$ cat src/rtl/v_uesprit_acc_ctrl.sv
// v_uesprit_acc_ctrl
//   Sequencing controller in front of the U-ESPRIT correlation datapath.
//   - Frames the channelised sample stream into integrations of acc_len
//     spectra and issues dsp_new_acc on the first sample of each integration.
//   - Per-integration AGC on the correlation shift from the r11/r22 peaks.
//   - Captures eigen results into a valid/ready holding register.
//
// Ports
//   clk, rst_n            clock, asynchronous active-low reset
//   enable                run control (low -> IDLE, clears sync_err)
//   acc_len               spectra per integration (0 behaves as 1)
//   agc_en, shift_manual  AGC select / manual shift
//   thr_hi, thr_lo        AGC thresholds (unsigned compare against peak)
//   sync_in, din_valid    spectrum start (qualified by din_valid), sample valid
//   din{1,2}_{re,im}      input samples
//   dsp_din*, dsp_din_valid, dsp_new_acc, shift   registered datapath feed
//   r11, r22, corr_valid  correlation monitor
//   lamb1..eigen_x, dout_valid   eigen results from the datapath
//   res_*, res_tag, res_valid, res_ready   readout holding register
//   overrun_cnt           saturating count of dropped results
//   sync_err              sticky misaligned-sync flag
//   fsm_state             debug view of the sequencer: 0 IDLE, 1 ARM, 2 RUN
//
// Readout handshake: a result transfers on any cycle where res_valid and
// res_ready are both high. res_valid stays high until that transfer. A new
// dout_valid is accepted when the register is empty or is transferring in the
// same cycle; otherwise the new result is dropped and counted as an overrun.
//
// VECTOR_LEN must be a power of two and at least 2.
module v_uesprit_acc_ctrl #(
    parameter int VECTOR_LEN  = 512,
    parameter int ACC_WIDTH   = 8,
    parameter int SHIFT_WIDTH = 5,
    parameter int SHIFT_MAX   = 31,
    parameter int SHIFT_INIT  = 8,
    parameter int CORR_WIDTH  = 16,
    parameter int DOUT_WIDTH  = 16
) (
    input  logic                          clk,
    input  logic                          rst_n,
    input  logic                          enable,
    input  logic [ACC_WIDTH-1:0]          acc_len,
    input  logic                          agc_en,
    input  logic [SHIFT_WIDTH-1:0]        shift_manual,
    input  logic [CORR_WIDTH-1:0]         thr_hi,
    input  logic [CORR_WIDTH-1:0]         thr_lo,
    input  logic                          sync_in,
    input  logic                          din_valid,
    input  logic signed [17:0]            din1_re,
    input  logic signed [17:0]            din1_im,
    input  logic signed [17:0]            din2_re,
    input  logic signed [17:0]            din2_im,
    output logic [17:0]                   dsp_din1_re,
    output logic [17:0]                   dsp_din1_im,
    output logic [17:0]                   dsp_din2_re,
    output logic [17:0]                   dsp_din2_im,
    output logic                          dsp_din_valid,
    output logic                          dsp_new_acc,
    output logic [SHIFT_WIDTH-1:0]        shift,
    input  logic signed [CORR_WIDTH-1:0]  r11,
    input  logic signed [CORR_WIDTH-1:0]  r22,
    input  logic                          corr_valid,
    input  logic [DOUT_WIDTH-1:0]         lamb1,
    input  logic [DOUT_WIDTH-1:0]         lamb2,
    input  logic [DOUT_WIDTH-1:0]         eigen1_y,
    input  logic [DOUT_WIDTH-1:0]         eigen2_y,
    input  logic [DOUT_WIDTH-1:0]         eigen_x,
    input  logic                          dout_valid,
    output logic [DOUT_WIDTH-1:0]         res_lamb1,
    output logic [DOUT_WIDTH-1:0]         res_lamb2,
    output logic [DOUT_WIDTH-1:0]         res_eigen1_y,
    output logic [DOUT_WIDTH-1:0]         res_eigen2_y,
    output logic [DOUT_WIDTH-1:0]         res_eigen_x,
    output logic [15:0]                   res_tag,
    output logic                          res_valid,
    input  logic                          res_ready,
    output logic [15:0]                   overrun_cnt,
    output logic                          sync_err,
    output logic [1:0]                    fsm_state
);

    localparam int CHAN_W = (VECTOR_LEN > 1) ? $clog2(VECTOR_LEN) : 1;
    localparam logic [CHAN_W-1:0] CHAN_LAST = CHAN_W'(VECTOR_LEN - 1);

    typedef enum logic [1:0] {
        S_IDLE = 2'd0,
        S_ARM  = 2'd1,
        S_RUN  = 2'd2
    } state_t;

    state_t                 state;
    // chan_cnt holds the channel index of the next sample to be forwarded.
    logic [CHAN_W-1:0]      chan_cnt;
    logic [ACC_WIDTH-1:0]   frame_cnt;
    logic [ACC_WIDTH-1:0]   frame_last;
    logic [15:0]            int_cnt;
    logic [CORR_WIDTH-1:0]  peak;
    logic                   seen;

    logic                   fwd_arm, fwd_run, fwd, misalign, first;
    logic [ACC_WIDTH-1:0]   frame_last_in;
    logic [CORR_WIDTH-1:0]  r11_pos, r22_pos, corr_max;
    logic                   res_load;

    always_comb begin
        fwd_arm  = (state == S_ARM) && enable && sync_in && din_valid;
        misalign = (state == S_RUN) && enable && din_valid && sync_in && (chan_cnt != '0);
        fwd_run  = (state == S_RUN) && enable && din_valid && !misalign;
        fwd      = fwd_arm || fwd_run;
        first    = fwd_arm || (fwd_run && (chan_cnt == '0) && (frame_cnt == '0));
        frame_last_in = (acc_len == '0) ? '0 : acc_len - ACC_WIDTH'(1);
    end

    assign fsm_state = state;

    // Sequencer: framing, sample forwarding and the new-accumulation strobe.
    always_ff @(posedge clk or negedge rst_n) begin
        if (!rst_n) begin
            state         <= S_IDLE;
            chan_cnt      <= '0;
            frame_cnt     <= '0;
            frame_last    <= '0;
            dsp_din1_re   <= '0;
            dsp_din1_im   <= '0;
            dsp_din2_re   <= '0;
            dsp_din2_im   <= '0;
            dsp_din_valid <= 1'b0;
            dsp_new_acc   <= 1'b0;
            sync_err      <= 1'b0;
        end else begin
            dsp_din_valid <= fwd;
            dsp_new_acc   <= first;
            if (fwd) begin
                dsp_din1_re <= din1_re;
                dsp_din1_im <= din1_im;
                dsp_din2_re <= din2_re;
                dsp_din2_im <= din2_im;
            end
            if (!enable) begin
                state     <= S_IDLE;
                chan_cnt  <= '0;
                frame_cnt <= '0;
                sync_err  <= 1'b0;
            end else begin
                case (state)
                    S_IDLE: begin
                        chan_cnt  <= '0;
                        frame_cnt <= '0;
                        state     <= S_ARM;
                    end
                    S_ARM: begin
                        if (fwd_arm) begin
                            // The sync sample itself is channel 0 of frame 0.
                            chan_cnt   <= CHAN_W'(1);
                            frame_cnt  <= '0;
                            frame_last <= frame_last_in;
                            state      <= S_RUN;
                        end
                    end
                    S_RUN: begin
                        if (misalign) begin
                            sync_err <= 1'b1;
                            state    <= S_ARM;
                        end else if (fwd_run) begin
                            chan_cnt <= chan_cnt + CHAN_W'(1);
                            if (chan_cnt == CHAN_LAST) begin
                                if (frame_cnt == frame_last) begin
                                    frame_cnt  <= '0;
                                    frame_last <= frame_last_in;
                                end else begin
                                    frame_cnt <= frame_cnt + ACC_WIDTH'(1);
                                end
                            end
                        end
                    end
                    default: state <= S_IDLE;
                endcase
            end
        end
    end

    // Negative correlations contribute nothing to the peak.
    always_comb begin
        r11_pos  = r11[CORR_WIDTH-1] ? '0 : r11;
        r22_pos  = r22[CORR_WIDTH-1] ? '0 : r22;
        corr_max = (r11_pos > r22_pos) ? r11_pos : r22_pos;
    end

    // AGC and integration counter. Both act on the edge that closes a
    // dsp_new_acc cycle, judging the peak gathered over the previous
    // integration; a corr_valid in that same cycle seeds the new peak.
    always_ff @(posedge clk or negedge rst_n) begin
        if (!rst_n) begin
            shift   <= SHIFT_WIDTH'(SHIFT_INIT);
            int_cnt <= '0;
            peak    <= '0;
            seen    <= 1'b0;
        end else if (dsp_new_acc) begin
            int_cnt <= int_cnt + 16'd1;
            if (!agc_en) begin
                shift <= shift_manual;
            end else if (seen) begin
                if ((peak >= thr_hi) && (shift < SHIFT_WIDTH'(SHIFT_MAX))) begin
                    shift <= shift + SHIFT_WIDTH'(1);
                end else if ((peak < thr_lo) && (shift != '0)) begin
                    shift <= shift - SHIFT_WIDTH'(1);
                end
            end
            peak <= corr_valid ? corr_max : '0;
            seen <= corr_valid;
        end else if (corr_valid) begin
            if (corr_max > peak) begin
                peak <= corr_max;
            end
            seen <= 1'b1;
        end
    end

    assign res_load = dout_valid && (!res_valid || res_ready);

    // Result holding register and overrun counter.
    always_ff @(posedge clk or negedge rst_n) begin
        if (!rst_n) begin
            res_lamb1    <= '0;
            res_lamb2    <= '0;
            res_eigen1_y <= '0;
            res_eigen2_y <= '0;
            res_eigen_x  <= '0;
            res_tag      <= '0;
            res_valid    <= 1'b0;
            overrun_cnt  <= '0;
        end else if (res_load) begin
            res_lamb1    <= lamb1;
            res_lamb2    <= lamb2;
            res_eigen1_y <= eigen1_y;
            res_eigen2_y <= eigen2_y;
            res_eigen_x  <= eigen_x;
            res_tag      <= int_cnt;
            res_valid    <= 1'b1;
        end else if (dout_valid) begin
            if (overrun_cnt != 16'hFFFF) begin
                overrun_cnt <= overrun_cnt + 16'd1;
            end
        end else if (res_ready) begin
            res_valid <= 1'b0;
        end
    end

endmodule

$ cat config.mk
export PLATFORM = sky130hd
export DESIGN_NAME = v_uesprit_acc_ctrl
export DESIGN_NICKNAME = d
export VERILOG_FILES = /design/src/rtl/v_uesprit_acc_ctrl.sv
export SDC_FILE = /design/constraint.sdc
export NUM_CORES = 1
export LEC_CHECK = 0
export CORE_MARGIN = 2
export CORE_UTILIZATION = 40
export CTS_BUF_LIST = sky130_fd_sc_hd__clkbuf_16
export DETAILED_ROUTE_END_ITERATION = 16
export PLACE_DENSITY = 0.74
export REMOVE_ABC_BUFFERS = 1
export SETUP_SLACK_MARGIN = 0.15
export SYNTH_ARGS = -nofsm -noshare
export SYNTH_HDL_FRONTEND = slang
export SYNTH_SLANG_ARGS = --single-unit
$ cat constraint.sdc
create_clock -name clk -period 4.97 [get_ports clk]
set_input_delay 0.994 -clock clk [delete_from_list [all_inputs] [get_ports clk]]
set_output_delay 0.994 -clock clk [all_outputs]
set_load 0.02 [all_outputs]
Yosys cells after proc, flatten, opt, wreduce, memory -nomap -nowiden:

Cells that the tools add are included.

* bits in writable memories: 0
* memories: 0
* register bits after elaboration: 253
* latch bits: 0
* bits in read-only memories: 0
* logic and storage cells: 136

* multipliers: 0
* order comparisons: 5
* shifts and indexed selects: 0
* $add $sub $neg: 7
* bitwise gates (word level): 1
* div/mod/pow operators: 0
* equality and inequality tests: 21
* reductions and logical operators: 37
* mux-type cells: 42

Operator list (number)
* $mux 8: 12
* $mux 15: 4
* $mux 16: 3
* $mux 9: 4
* $add 16x1->16 const B: 2
* $pmux 9 s3: 1
* $pmux 8 s3: 1
* $mux 5: 4
* $ge 16x16->1: 1
* $gt 15x16->1: 1
* $logic_not 8->1: 2
* $lt 16x16->1: 1
* $ne 16x16->1 const B: 1
* $pmux 8 s2: 1
* $gt 15x15->1: 1
* $logic_and 1x1->1: 13
* $ne 2x1->1 const B: 6
* $ne 3x3->1 const B: 4
* $add 9x1->9 const B: 1
* $eq 9x9->1 const B: 1
* $logic_not 9->1: 1
* $reduce_bool 9->1: 1
* $add 8x1->8 const B: 1
* $eq 8x8->1: 1
* 24 further kinds: 45

Depth between registers and ports, before layout:

Gate-level depths: netlist of the first run.

* word-level depth: 11
* mapped depth: 25
* gate-level depth less buffers: 20

Worst setup path after synthesis of the first run:

OpenSTA, ideal clock, no wires.

* path kind: input to register
* start: input port r11[15]
* end: register peak[10]
* required time: 4.904 ns
* library setup time: 0.066 ns
* stages on the path: 24
* arrival time: 4.481 ns
* buffers on the path: 5
* path slack: 0.424 ns
* path through: clkbuf_1 -> nand2b_1 -> inv_1 -> ha_1 -> o21ai_0 -> a21oi_1 -> nor4_1 -> o21ai_0 -> a21oi_1 -> a22o_1 -> buf_4 -> buf_4 -> mux2i_1 -> ha_1 -> nor2b_1 -> o21a_1 -> o21a_1 -> o21ai_0 -> o31ai_1 -> nor2_1 -> or2_2 -> clkbuf_1 -> buf_2 -> a22o_1

* longest elaborated chain between the ends: 6
* elaborated cells between the ends (all ways): 10
* those cells by class: order compare: 2; mux: 6; reduce/logical: 2

RTL lines
* from (decl): RTL line 60 `input logic signed [CORR_WIDTH-1:0] r11,`
* $mux 15 (*): RTL line 184 `r11_pos = r11[CORR_WIDTH-1] ? '0 : r11;`
* $gt 15x15->1: RTL line 186 `corr_max = (r11_pos > r22_pos) ? r11_pos : r22_pos;`
* $mux 15 (*): RTL line 186
* $gt 15x16->1 or $mux 16 (tied branches): RTL line 212 `if (corr_max > peak) begin`
* $reduce_bool 2->1 (no line) or $mux 16 (tied branches)
* $reduce_and 2->1 (no line) or $mux 16 (tied branches)
* to (signal assigned): RTL line 209 `peak <= corr_valid ? corr_max : '0;`
* to (signal assigned): RTL line 213 `peak <= corr_max;`
* to (decl): RTL line 97 `logic [CORR_WIDTH-1:0] peak;`

Every way passes the cells marked *; elsewhere a longest branch is shown, timed or not. The select of a mux whose other input is x is not followed.
A chain may end at the register's enable or synchronous reset.

Worst setup path after layout of the first run:

* start: input port r11[15]
* end: register peak[0]

The elaborated chain is that of the path after synthesis.

==> reports/metrics.cfg, run 1 <==
[worst_setup_path]
critPathMaxStageDelay_ns = 0.47
cp-startpoint = r11[15]
timing.rr.start = peak[2]$_DFFE_PN0P_
slowest_stage = clkdlybuf4s50_1
cp.required_ns = 5.38
crit_top_cell = a21oi_1
start_kind = input port
crit_type = in2reg
path_cells = clkdlybuf4s50_1, buf_6, nand2b_1, inv_1, ha_1, o21ai_0, a21oi_1, nor4_1, o21ai_0, a21oi_1, a22o_1, buf_4, mux2i_1, ha_1, buf_4, a21o_1, a21oi_1, o31ai_1, nor2_1, nor2_4, a22o_2
r2r_cells = 13
arrival_ns = 4.97
end_kind = flip-flop
crit_path_max_fanout = 15

[clock_tree]
cts_root_buf = clkbuf_16
clk-insertion-delay-late_ns = 0.55
htreeDepth = 1
clock-sinks = 252
cts_tree = yes
clock_path_buffers = 3
clk_pin_slew_ns = 0.06
hold_buffers = 0
numCtsBuffers = 28

[cells_and_area]
final_common_cell = clkdlybuf4s50_1
fillers = 2547
area_delta_synth_final_pct = 47.4
drive_above_1_share_pct = 18.4
diodes = 0
instances_no_fill = 1925
seqCellArea_um2 = 6310
multi_input_area_um2 = 5730
layout.nets = 1826
mostFrequentLayoutCells = clkdlybuf4s50_1 (431), dfrtp_1 (251), mux2_2 (180)

[timing]
slew_headroom_pct = 29.2
rsz0062_at_grt = false
skew_ns = 0.0254
finalCritPeriodShare_pct = 91.6
fin_setup_tns_ns = 0
final_hold_viol_count = 0
max_freq_ghz = 0.220
slew_violations = 0
worst_slew_pin_slew_ns = 1.06
period_minus_slack_ns = 4.55
setup_viol = 0

[floorplan]
die_area_um2 = 32400
die-height_um = 180
core-area_um2 = 30600
die_width_um = 180
ioPinCount = 433
rows = 64
initial_core_util_pct = 40.6

[synthesis]
synthDistinctLibCells = 54
synth-async-reset-ratio_pct = 100
ys_seq_elements = 252
synthesis.area_um2 = 12400
synth-edff-count = 0
syn_inst = 1038
ys_seq_area_share_pct = 50.8
syn_avg_cell_area_um2 = 12.0
synthFlopType = dfrtp_1
yosysWarnings = 0

[routing]
ant_nets = 0
vias_per_cell = 4.99
post_drt_wl_per_cell_um = 18.9
via_count = 9598
routed_wl_mm = 36.4
drt_first_pass_iters = 4
route.detailed.drc = 0
drt_iter0_drc = 450

[placement]
dp_hpwl_mm = 28.6
port_buffers = 432
place_congestion = 0.894
dp.cells = 1879

[job]
cap_violations = 0

[outcome]
status = completed

[global_routing]
antenna_found_initial = 0
grt_max_degree = 112
grt_pass1_wl_mm = 56.0
grt_pass1_vias = 9750
groute.usage.overall_pct = 21.8
gr-total-overflow = 0

[hold_path]
hold_class = reg2reg
worstHoldStart = int_cnt[15]$_DFFE_PN0P_
hold_depth = 1

[power_and_ir_drop]
leakage_nw = 8.19
power_mw = 8.41
p_per_area_nw_per_um2 = 460
peakVddDrop_v = 0.000382

## final timing paths
check,end,slack (ns)
setup / recovery,peak[0]$_DFFE_PN0P_,0.42
hold / removal,int_cnt[15]$_DFFE_PN0P_,0.48
setup reg to reg,shift[4]$_DFFE_PN0P_,1.47
hold reg to reg,int_cnt[15]$_DFFE_PN0P_,0.48
max in group asynchronous,fsm_state[1]$_DFFE_PN0P_,3.48
min in group asynchronous,shift[0]$_DFFE_PN0P_,0.54
## stage by stage
| stage | setup WS, ns | util [%] | area [um^2] | hold WS, ns |
|---|---|---|---|---|
| 6_report | 0.418 | 59.8 | 18300 | 0.478 |
| 2_1_floorplan | 0.465 | - | 12300 | 0.438 |
| 3_5_place_dp | -0.391 | 57.0 | 17500 | 0.472 |
| 5_1_grt | 0.181 | 59.8 | 18300 | 0.502 |
| 4_1_cts | 0.371 | 59.7 | 18300 | 0.480 |
| 3_3_place_gp | -0.308 | 57.0 | 17500 | 0.453 |
## layer usage
metal / routed length [um] / GRT usage, %
met4: 1440 / 8.23
met2: 18100 / 38.1
met5: 0 / 0
met3: 2230 / 4.71
met1: 14700 / 26.5
## critical path: cells and delay by family
kind            cells  cell delay, ns
simple gates        4            0.69
mux                 1            0.30
buf+inv             5            1.00
fa+ha+maj           2            0.60
compound gates      9            1.34
## logic make-up after synthesis
| logic type | share of synthesized area [%] |
|---|---|
| flip-flops | 50.8 |
| AND/OR/NAND/NOR | 10.0 |
| multiplexers | 18.1 |
| AO/OA/AOI/OAI | 6.93 |
| buffers and inverters | 3.39 |
| adder cells (fa/ha/maj) | 7.62 |
| XOR/XNOR | 3.11 |
## registers in the layout (all words and copies together) (netlist names), 8 cells and up
name,count
chan_cnt,9
dsp_din1_im,18
dsp_din1_re,18
dsp_din2_im,18
dsp_din2_re,18
frame_cnt,8
frame_last,8
int_cnt,16
overrun_cnt,16
peak,15
res_eigen1_y,16
res_eigen2_y,16
res_eigen_x,16
res_lamb1,16
res_lamb2,16
res_tag,16
## report_power, final
group,total (mW),switching (mW),leakage [nW],internal (mW)
clock,1.82,0.810,0.391,1.01
sequential,3.04,0.423,3.13,2.62
combinational,3.54,1.70,4.66,1.84
total,8.41,2.93,8.19,5.47
## synthesized netlist by cell type, drive strengths merged, types with 6 or more instances
library cell,n,area [um^2]
a21o,11,82.6
a21oi,26,130
a22o,17,150
a31oi,6,52.6
and3,12,75.1
buf,20,97.6
clkbuf,11,41.3
dfrtp,251,6280
ha,74,926
inv,75,282
mux2,181,2040
mux2i,20,200
nand2,50,188
nand2b,36,233
nand3,20,100
nand4,21,138
nor2,49,186
nor2b,10,62.6
nor3,12,65.1
nor4,7,50.1
o21ai,38,190
o31ai,10,88.8
xnor2,25,219
xor2,19,166
## repair_timing
| item | in CTS | in global routing |
|---|---|---|
| pin swaps | 0 | 3 |
| gates cloned | 0 | 0 |
| resized for setup | 1 | 8 |
| buffers inserted | 0 | 0 |
| setup endpoints to repair | 4 | 15 |
| hold endpoints to repair | 0 | 0 |
## final cells by class
type / instances / share of cell area (%)
clock inverters: 18 / 0.547
multi-input cells: 680 / 31.3
flip-flops and latches: 252 / 34.5
clock buffers: 28 / 3.83
repair buffers: 476 / 25.6
inverters: 75 / 1.54
well taps: 396 / 2.71
Power figures use the tool's default switching activity.
==> run 2: changes to the inputs <==
--- a/config.mk
+++ b/config.mk
@@ -9,6 +9,7 @@
 export CORE_UTILIZATION = 40
 export CTS_BUF_LIST = sky130_fd_sc_hd__clkbuf_16
 export DETAILED_ROUTE_END_ITERATION = 16
+export GPL_TIMING_DRIVEN = 0
 export PLACE_DENSITY = 0.74
 export REMOVE_ABC_BUFFERS = 1
 export SETUP_SLACK_MARGIN = 0.15
==> run 2 against run 1 <==
Effect of this change: clock power up 28%; setup slack better by 0.051 ns; clock skew down 0.012 ns; non-clock buffer count down 40; combinational power down 1%; sequential share of layout area about the same; power up 5.5%; register-to-register slack worse by 0.09 ns; first-iteration DRC count down 22%; fmax up 1.1%; largest cell class unchanged; largest power group unchanged.
==> reports/metrics.cfg, run 2 (same netlist as run 1, synthesis figures left out) <==
[outcome]
status = completed  ; unchanged

[worst_setup_path]
end_kind = flip-flop  ; unchanged
cp.required_ns = 5.40  ; was 5.38 ns
r2r_cells = 13  ; unchanged
timing.rr.start = peak[2]$_DFFE_PN0P_  ; unchanged
crit_type = in2reg  ; unchanged
cp-startpoint = r11[2]  ; was r11[15]
start_kind = input port  ; unchanged
critPathCapture = peak[0]$_DFFE_PN0P_  ; unchanged
rrSetupSlack_ns = 1.38  ; was 1.47 ns
arrival_ns = 4.93  ; was 4.97 ns
r2r-end = shift[4]$_DFFE_PN0P_  ; unchanged
crit_path_max_fanout = 15  ; unchanged

[timing]
final_hold_viol_count = 0  ; unchanged
setup_viol = 0  ; unchanged
slew_headroom_pct = 29.2  ; about the same
whs_ns = 0.336  ; was 0.478 ns
fin_setup_tns_ns = 0  ; unchanged
slew_violations = 0  ; unchanged
period_minus_slack_ns = 4.50  ; was 4.55 ns
finalCritPeriodShare_pct = 90.6  ; was 91.6%
max_freq_ghz = 0.222  ; was 0.220 GHz
worst_slew_pin_slew_ns = 1.05  ; was 1.06 ns
rsz0062_at_grt = false  ; unchanged
skew_ns = 0.0129  ; was 0.0254 ns

[cells_and_area]
area_delta_synth_final_pct = 47.4  ; about the same
layout.nets = 1787  ; was 1,826
multi_input_area_um2 = 5710  ; was 5730 um^2
final_common_cell = clkdlybuf4s50_1  ; unchanged
fillers = 2444  ; was 2,547
mostFrequentLayoutCells = clkdlybuf4s50_1 (429), dfrtp_1 (251), mux2_2 (180)  ; was clkdlybuf4s50_1 (431), dfrtp_1 (251), mux2_2 (180)
drive_above_1_share_pct = 16.6  ; was 18.4%
finalInstanceArea_um2 = 18300  ; about the same
seqCellArea_um2 = 6310  ; unchanged
post-route-util_pct = 59.8  ; about the same

[placement]
port_buffers = 432  ; unchanged
place_congestion = 0.872  ; was 0.894
postPlaceCellArea_um2 = 17200  ; was 17,500 um^2
dp_hpwl_mm = 28.1  ; was 28.6 mm

[floorplan]
ioPinCount = 433  ; unchanged
die-height_um = 180  ; unchanged
rows = 64  ; unchanged
die_area_um2 = 32400  ; unchanged
initial_core_util_pct = 40.6  ; unchanged
die_width_um = 180  ; unchanged
core-area_um2 = 30600  ; unchanged

[clock_tree]
clock-sinks = 252  ; unchanged
clk_pin_slew_ns = 0.06  ; about the same
post_cts.repair.setup_buffers = 0  ; unchanged
htreeDepth = 1  ; unchanged
cts_resized = 5  ; was 1
numCtsBuffers = 29  ; was 28
clock_path_buffers = 3  ; unchanged
cts_root_buf = clkbuf_16  ; unchanged
clk-insertion-delay-late_ns = 0.55  ; about the same
hold_buffers = 0  ; unchanged
cts_tree = yes  ; unchanged

[power_and_ir_drop]
leakage_nw = 8.18  ; was 8.19 nW
peakVddDrop_v = 0.000352  ; was 0.000382 V
p_per_area_nw_per_um2 = 485  ; was 460 nW/um^2
power_mw = 8.87  ; was 8.41 mW

[global_routing]
antenna_found_initial = 2  ; was 0
groute.usage.overall_pct = 21.7  ; was 21.8%
grt_pass1_vias = 9755  ; was 9,750
gr-total-overflow = 0  ; unchanged
grt_max_degree = 115  ; was 112
grt_pass1_wl_mm = 55.5  ; was 56.0 mm

[routing]
ant_nets = 0  ; unchanged
post_drt_wl_per_cell_um = 19.0  ; was 18.9 um
vias_per_cell = 5.05  ; was 4.99
drt_first_pass_iters = 4  ; unchanged
drt_iter0_drc = 349  ; was 450
via_count = 9578  ; was 9,598
routed_wl_mm = 36.0  ; was 36.4 mm
route.detailed.drc = 0  ; unchanged

[hold_path]
hold_class = in2async  ; was reg2reg

[job]
cap_violations = 0  ; unchanged

## run 2: worst min path at each step
stage / startpoint / endpoint / depth (start not counted)
6_report: rst_n / chan_cnt[4]$_DFFE_PN0P_ / 1
5_1_grt: rst_n / chan_cnt[4]$_DFFE_PN0P_ / 1
4_1_cts: rst_n / frame_last[0]$_DFFE_PN0P_ / 1
3_5_place_dp: int_cnt[15]$_DFFE_PN0P_ / int_cnt[15]$_DFFE_PN0P_ / 1
3_3_place_gp: int_cnt[15]$_DFFE_PN0P_ / int_cnt[15]$_DFFE_PN0P_ / 1
2_1_floorplan: int_cnt[15]$_DFFE_PN0P_ / int_cnt[15]$_DFFE_PN0P_ / 1
## run 2: area by class of cell
| type | instances | area share [%] |
|---|---|---|
| multi-input combinational | 680 | 31.2 |
| tap | 396 | 2.71 |
| clock inverter | 25 | 1.77 |
| antenna | 2 | 0.0274 |
| clock buffer | 29 | 3.97 |
| timing repair buffer | 436 | 24.3 |
| inverter | 75 | 1.54 |
| sequential | 252 | 34.5 |
## run 2: metrics by stage
stage               instances  worst slack, ns
global placement         1835            -8.16
floorplan                1007            0.465
detailed placement       1839            -1.19
global route             1895            0.277
CTS                      1893            0.203
finish                   1895            0.469
## run 2: critical path, stage by stage
cell,delay (ns)
clkdlybuf4s50_1,0.42
nand2b_1,0.10
inv_1,0.05
ha_1,0.32
o21ai_0,0.21
a21oi_1,0.06
nor4_1,0.18
o21ai_0,0.14
a21oi_1,0.20
a22o_4,0.31
mux2i_1,0.31
ha_1,0.28
nor2b_1,0.13
o21a_1,0.16
o21a_1,0.16
o21ai_0,0.15
o31ai_1,0.10
nor2_1,0.22
nor2_4,0.14
a22o_2,0.28
## run 2: power by group
group	switching, mW	internal [mW]	leakage, nW
clock network	0.860	1.47	0.536
registers	0.415	2.62	3.13
logic	1.70	1.80	4.51
## run 2: routing by layer
| layer | wire, um | track usage (%) | vias to the layer above | part of all wire [%] |
|---|---|---|---|---|
| met5 | 0 | 0 | - | 0 |
| met4 | 1320 | 8.19 | 0 | 3.7 |
| met3 | 2190 | 4.55 | 68 | 6.1 |
| met2 | 18100 | 38.7 | 279 | 50 |
| met1 | 14400 | 25.6 | 4702 | 40 |
| li1 | - | - | 4529 | - |
==> run 3: changes to the inputs <==
--- a/config.mk
+++ b/config.mk
@@ -5,14 +5,15 @@
 export SDC_FILE = /design/constraint.sdc
 export NUM_CORES = 1
 export LEC_CHECK = 0
-export CORE_MARGIN = 2
-export CORE_UTILIZATION = 40
+export CORE_AREA = 2 2 167 169
 export CTS_BUF_LIST = sky130_fd_sc_hd__clkbuf_16
 export DETAILED_ROUTE_END_ITERATION = 16
+export DIE_AREA = 0 0 169 171
 export GPL_TIMING_DRIVEN = 0
-export PLACE_DENSITY = 0.74
+export PLACE_DENSITY = 0.83
 export REMOVE_ABC_BUFFERS = 1
 export SETUP_SLACK_MARGIN = 0.15
 export SYNTH_ARGS = -nofsm -noshare
 export SYNTH_HDL_FRONTEND = slang
 export SYNTH_SLANG_ARGS = --single-unit
+export TNS_END_PERCENT = 1
==> run 3 against run 2 <==
Effect of this change: non-clock buffer count stayed put; critical path type unchanged; fmax is 0.18% higher; largest cell class unchanged; sequential share of layout area is 0.53 points higher; power is 4.5% lower; global-route usage is 2.7 points higher; clock skew is 0.0081 ns higher.
==> reports/metrics.cfg, run 3 (same netlist as run 1, synthesis figures left out) <==
[outcome]
status = completed  ; unchanged

[job]
cap_violations = 0  ; unchanged

[hold_path]
hold_class = in2async  ; unchanged

[clock_tree]
clk_pin_slew_ns = 0.06  ; about the same
cts_tree = yes  ; unchanged
numCtsBuffers = 27  ; was 29
cts_root_buf = clkbuf_16  ; unchanged
post_cts.repair.setup_buffers = 0  ; unchanged
htreeDepth = 1  ; unchanged
clock-sinks = 252  ; unchanged
clock_path_buffers = 3  ; unchanged
clk-insertion-delay-late_ns = 0.55  ; about the same
hold_buffers = 0  ; unchanged

[routing]
post_drt_wl_per_cell_um = 20.0  ; was 19.0 um
vias_per_cell = 5.22  ; was 5.05
via_count = 9598  ; was 9,578
routed_wl_mm = 36.7  ; was 36.0 mm
drt_iter0_drc = 606  ; was 349
drt_first_pass_iters = 5  ; was 4
ant_nets = 0  ; unchanged
route.detailed.drc = 0  ; unchanged

[worst_setup_path]
end_kind = flip-flop  ; unchanged
critPathMaxStageDelay_ns = 0.41  ; was 0.42 ns
critical-path-top-delay-family = compound AO/OA/AOI/OAI gates  ; unchanged
path_cells = clkdlybuf4s50_1, nand2b_1, inv_1, ha_1, a211oi_1, nor2_1, nor3_1, nor2_1, o21ai_0, a22o_4, mux2i_1, ha_1, nor2b_1, o21a_1, o21a_1, o21ai_0, o31ai_1, nor2_1, nor2_4, a22o_2  ; was clkdlybuf4s50_1, nand2b_1, inv_1, ha_1, o21ai_0, a21oi_1, nor4_1, o21ai_0, a21oi_1, a22o_4, mux2i_1, ha_1, nor2b_1, o21a_1, o21a_1, o21ai_0, o31ai_1, nor2_1, nor2_4, a22o_2
slowest_stage = clkdlybuf4s50_1  ; unchanged
cp.required_ns = 5.39  ; was 5.40 ns
r2r-end = shift[4]$_DFFE_PN0P_  ; unchanged
start_kind = input port  ; unchanged
timing.rr.start = peak[2]$_DFFE_PN0P_  ; unchanged
crit_type = in2reg  ; unchanged
path_buf_inv = 2  ; unchanged
r2r_cells = 13  ; unchanged
crit_path_max_fanout = 15  ; unchanged
rrSetupSlack_ns = 1.44  ; was 1.38 ns
arrival_ns = 4.91  ; was 4.93 ns
crit_top_cell = nor2_1  ; was o21ai_0

[timing]
fin_setup_tns_ns = 0  ; unchanged
worst_slew_pin_slew_ns = 1.01  ; was 1.05 ns
skew_ns = 0.0210  ; was 0.0129 ns
slew_headroom_pct = 32.1  ; was 29.2%
period_minus_slack_ns = 4.49  ; was 4.50 ns
whs_ns = 0.260  ; was 0.336 ns
setup_viol = 0  ; unchanged
max_freq_ghz = 0.223  ; was 0.222 GHz
slew_violations = 0  ; unchanged
final_hold_viol_count = 0  ; unchanged
finalCritPeriodShare_pct = 90.4  ; was 90.6%
setup_ws_ns = 0.477  ; was 0.469 ns
rsz0062_at_grt = false  ; unchanged

[global_routing]
grt_pass1_vias = 9760  ; was 9,755
grt_max_degree = 124  ; was 115
grt_use_met2_pct = 43.1  ; was 38.7%
antenna_found_initial = 7  ; was 2
grtUsageMet1_pct = 28.7  ; was 25.6%
grt_pass1_wl_mm = 54.4  ; was 55.5 mm
grt_use_met3_pct = 7.22  ; was 4.55%
grt-busiest-layer = met2  ; unchanged
gr-total-overflow = 0  ; unchanged
groute.usage.overall_pct = 24.4  ; was 21.7%

[power_and_ir_drop]
swShare_pct = 34.9  ; was 33.6%
peakVddDrop_v = 0.000314  ; was 0.000352 V
leakage_nw = 8.08  ; was 8.18 nW
p_per_area_nw_per_um2 = 470  ; was 485 nW/um^2
clockPowerShare_pct = 22.7  ; was 26.3%
p_int_mw = 5.51  ; was 5.89 mW
p_seq_share_pct = 36.2  ; was 34.2%
pwr-share-comb_pct = 41.1  ; was 39.5%
p_switching_mw = 2.96  ; was 2.98 mW

[cells_and_area]
mostFrequentLayoutCells = clkdlybuf4s50_1 (429), dfrtp_1 (251), mux2_2 (180)  ; unchanged
instances_no_fill = 1838  ; was 1,895
layout.nets = 1785  ; was 1,787
drive_above_1_share_pct = 16.1  ; was 16.6%
final_common_cell = clkdlybuf4s50_1  ; unchanged
area_delta_synth_final_pct = 45.1  ; was 47.4%

[placement]
dp.cells = 1789  ; was 1,839
place_congestion = 0.916  ; was 0.872
port_buffers = 432  ; unchanged
dp_hpwl_mm = 28.9  ; was 28.1 mm
post-place-ws_ns = -1.21  ; was -1.19 ns

[floorplan]
die_area_um2 = 28900  ; was 32,400 um^2
rows = 61  ; was 64
die-height_um = 171  ; was 180 um
initial_core_util_pct = 45.4  ; was 40.6%
ioPinCount = 433  ; unchanged
core-area_um2 = 27300  ; was 30,600 um^2
die_width_um = 169  ; was 180 um

## run 3: cell types whose count changed in the layout (fill, tap and decap cells not counted), sizes merged
cell / delta
bufinv: -6
clkbuf: -2
clkinvlp: +1
## run 3: worst reg2reg max path, cell delays in order (launching register included)
cell,delay (ns)
dfrtp_1,0.42
ha_1,0.31
a211oi_1,0.25
o21ai_1,0.11
a41oi_1,0.27
nor4_2,0.10
nor2_2,0.44
ha_1,0.37
a21o_1,0.19
a21oi_1,0.32
nor2_1,0.07
mux2_2,0.27
o31ai_1,0.22
a31oi_1,0.08
## run 3: metrics by stage
stage               util, %  area, um^2  total power [mW]
CTS                    65.9       18000              8.53
floorplan                 -       12300              4.92
global placement       62.3       17000              6.46
detailed placement     62.8       17200              6.57
finish                 65.9       18000              8.47
global route           65.9       18000              8.94
## run 3: layout make-up
class	instances	area (um^2)
Inverter	75	282
Timing Repair Buffer	436	4440
Fill cell	2079	9320
Tap cell	346	433
Clock inverter	20	156
Sequential cell	252	6310
Antenna cell	2	5.00
Clock buffer	27	676
Multi-Input combinational cell	680	5710
## run 3: what timing repair did
action	4_1_cts	5_1_grt
endpoints found under the setup margin	15	15
gates resized for setup	6	3
pin swaps	0	0
## run 3: power groups by stage
stage	registers, mW	clock network, mW	logic [mW]
floorplan	3.54	0	1.38
global placement	3.06	0	3.40
detailed placement	3.09	0	3.48
CTS	3.06	1.96	3.51
global route	3.14	2.05	3.75
finish	3.07	1.92	3.48
## run 3: worst max path at each step
stage | startpoint | to | slack (ns) | cells past startpoint
floorplan | r11[15] | peak[0]$_DFFE_PN0P_ | 0.47 | 18
global placement | rst_n | dsp_din1_re[17]$_DFFE_PN0P_ | -7.90 | 1
detailed placement | r11[15] | peak[0]$_DFFE_PN0P_ | -1.21 | 19
CTS | r22[15] | peak[0]$_DFFE_PN0P_ | 0.17 | 19
global route | r11[9] | peak[0]$_DFFE_PN0P_ | 0.23 | 20
finish | r11[9] | peak[0]$_DFFE_PN0P_ | 0.48 | 20
## run 3: layer usage
| metal | part of all wire, % | wire, um |
|---|---|---|
| met1 | 38 | 14100 |
| met2 | 50 | 18500 |
| met3 | 8.3 | 3040 |
| met4 | 2.7 | 973 |
| met5 | 0.090 | 33 |
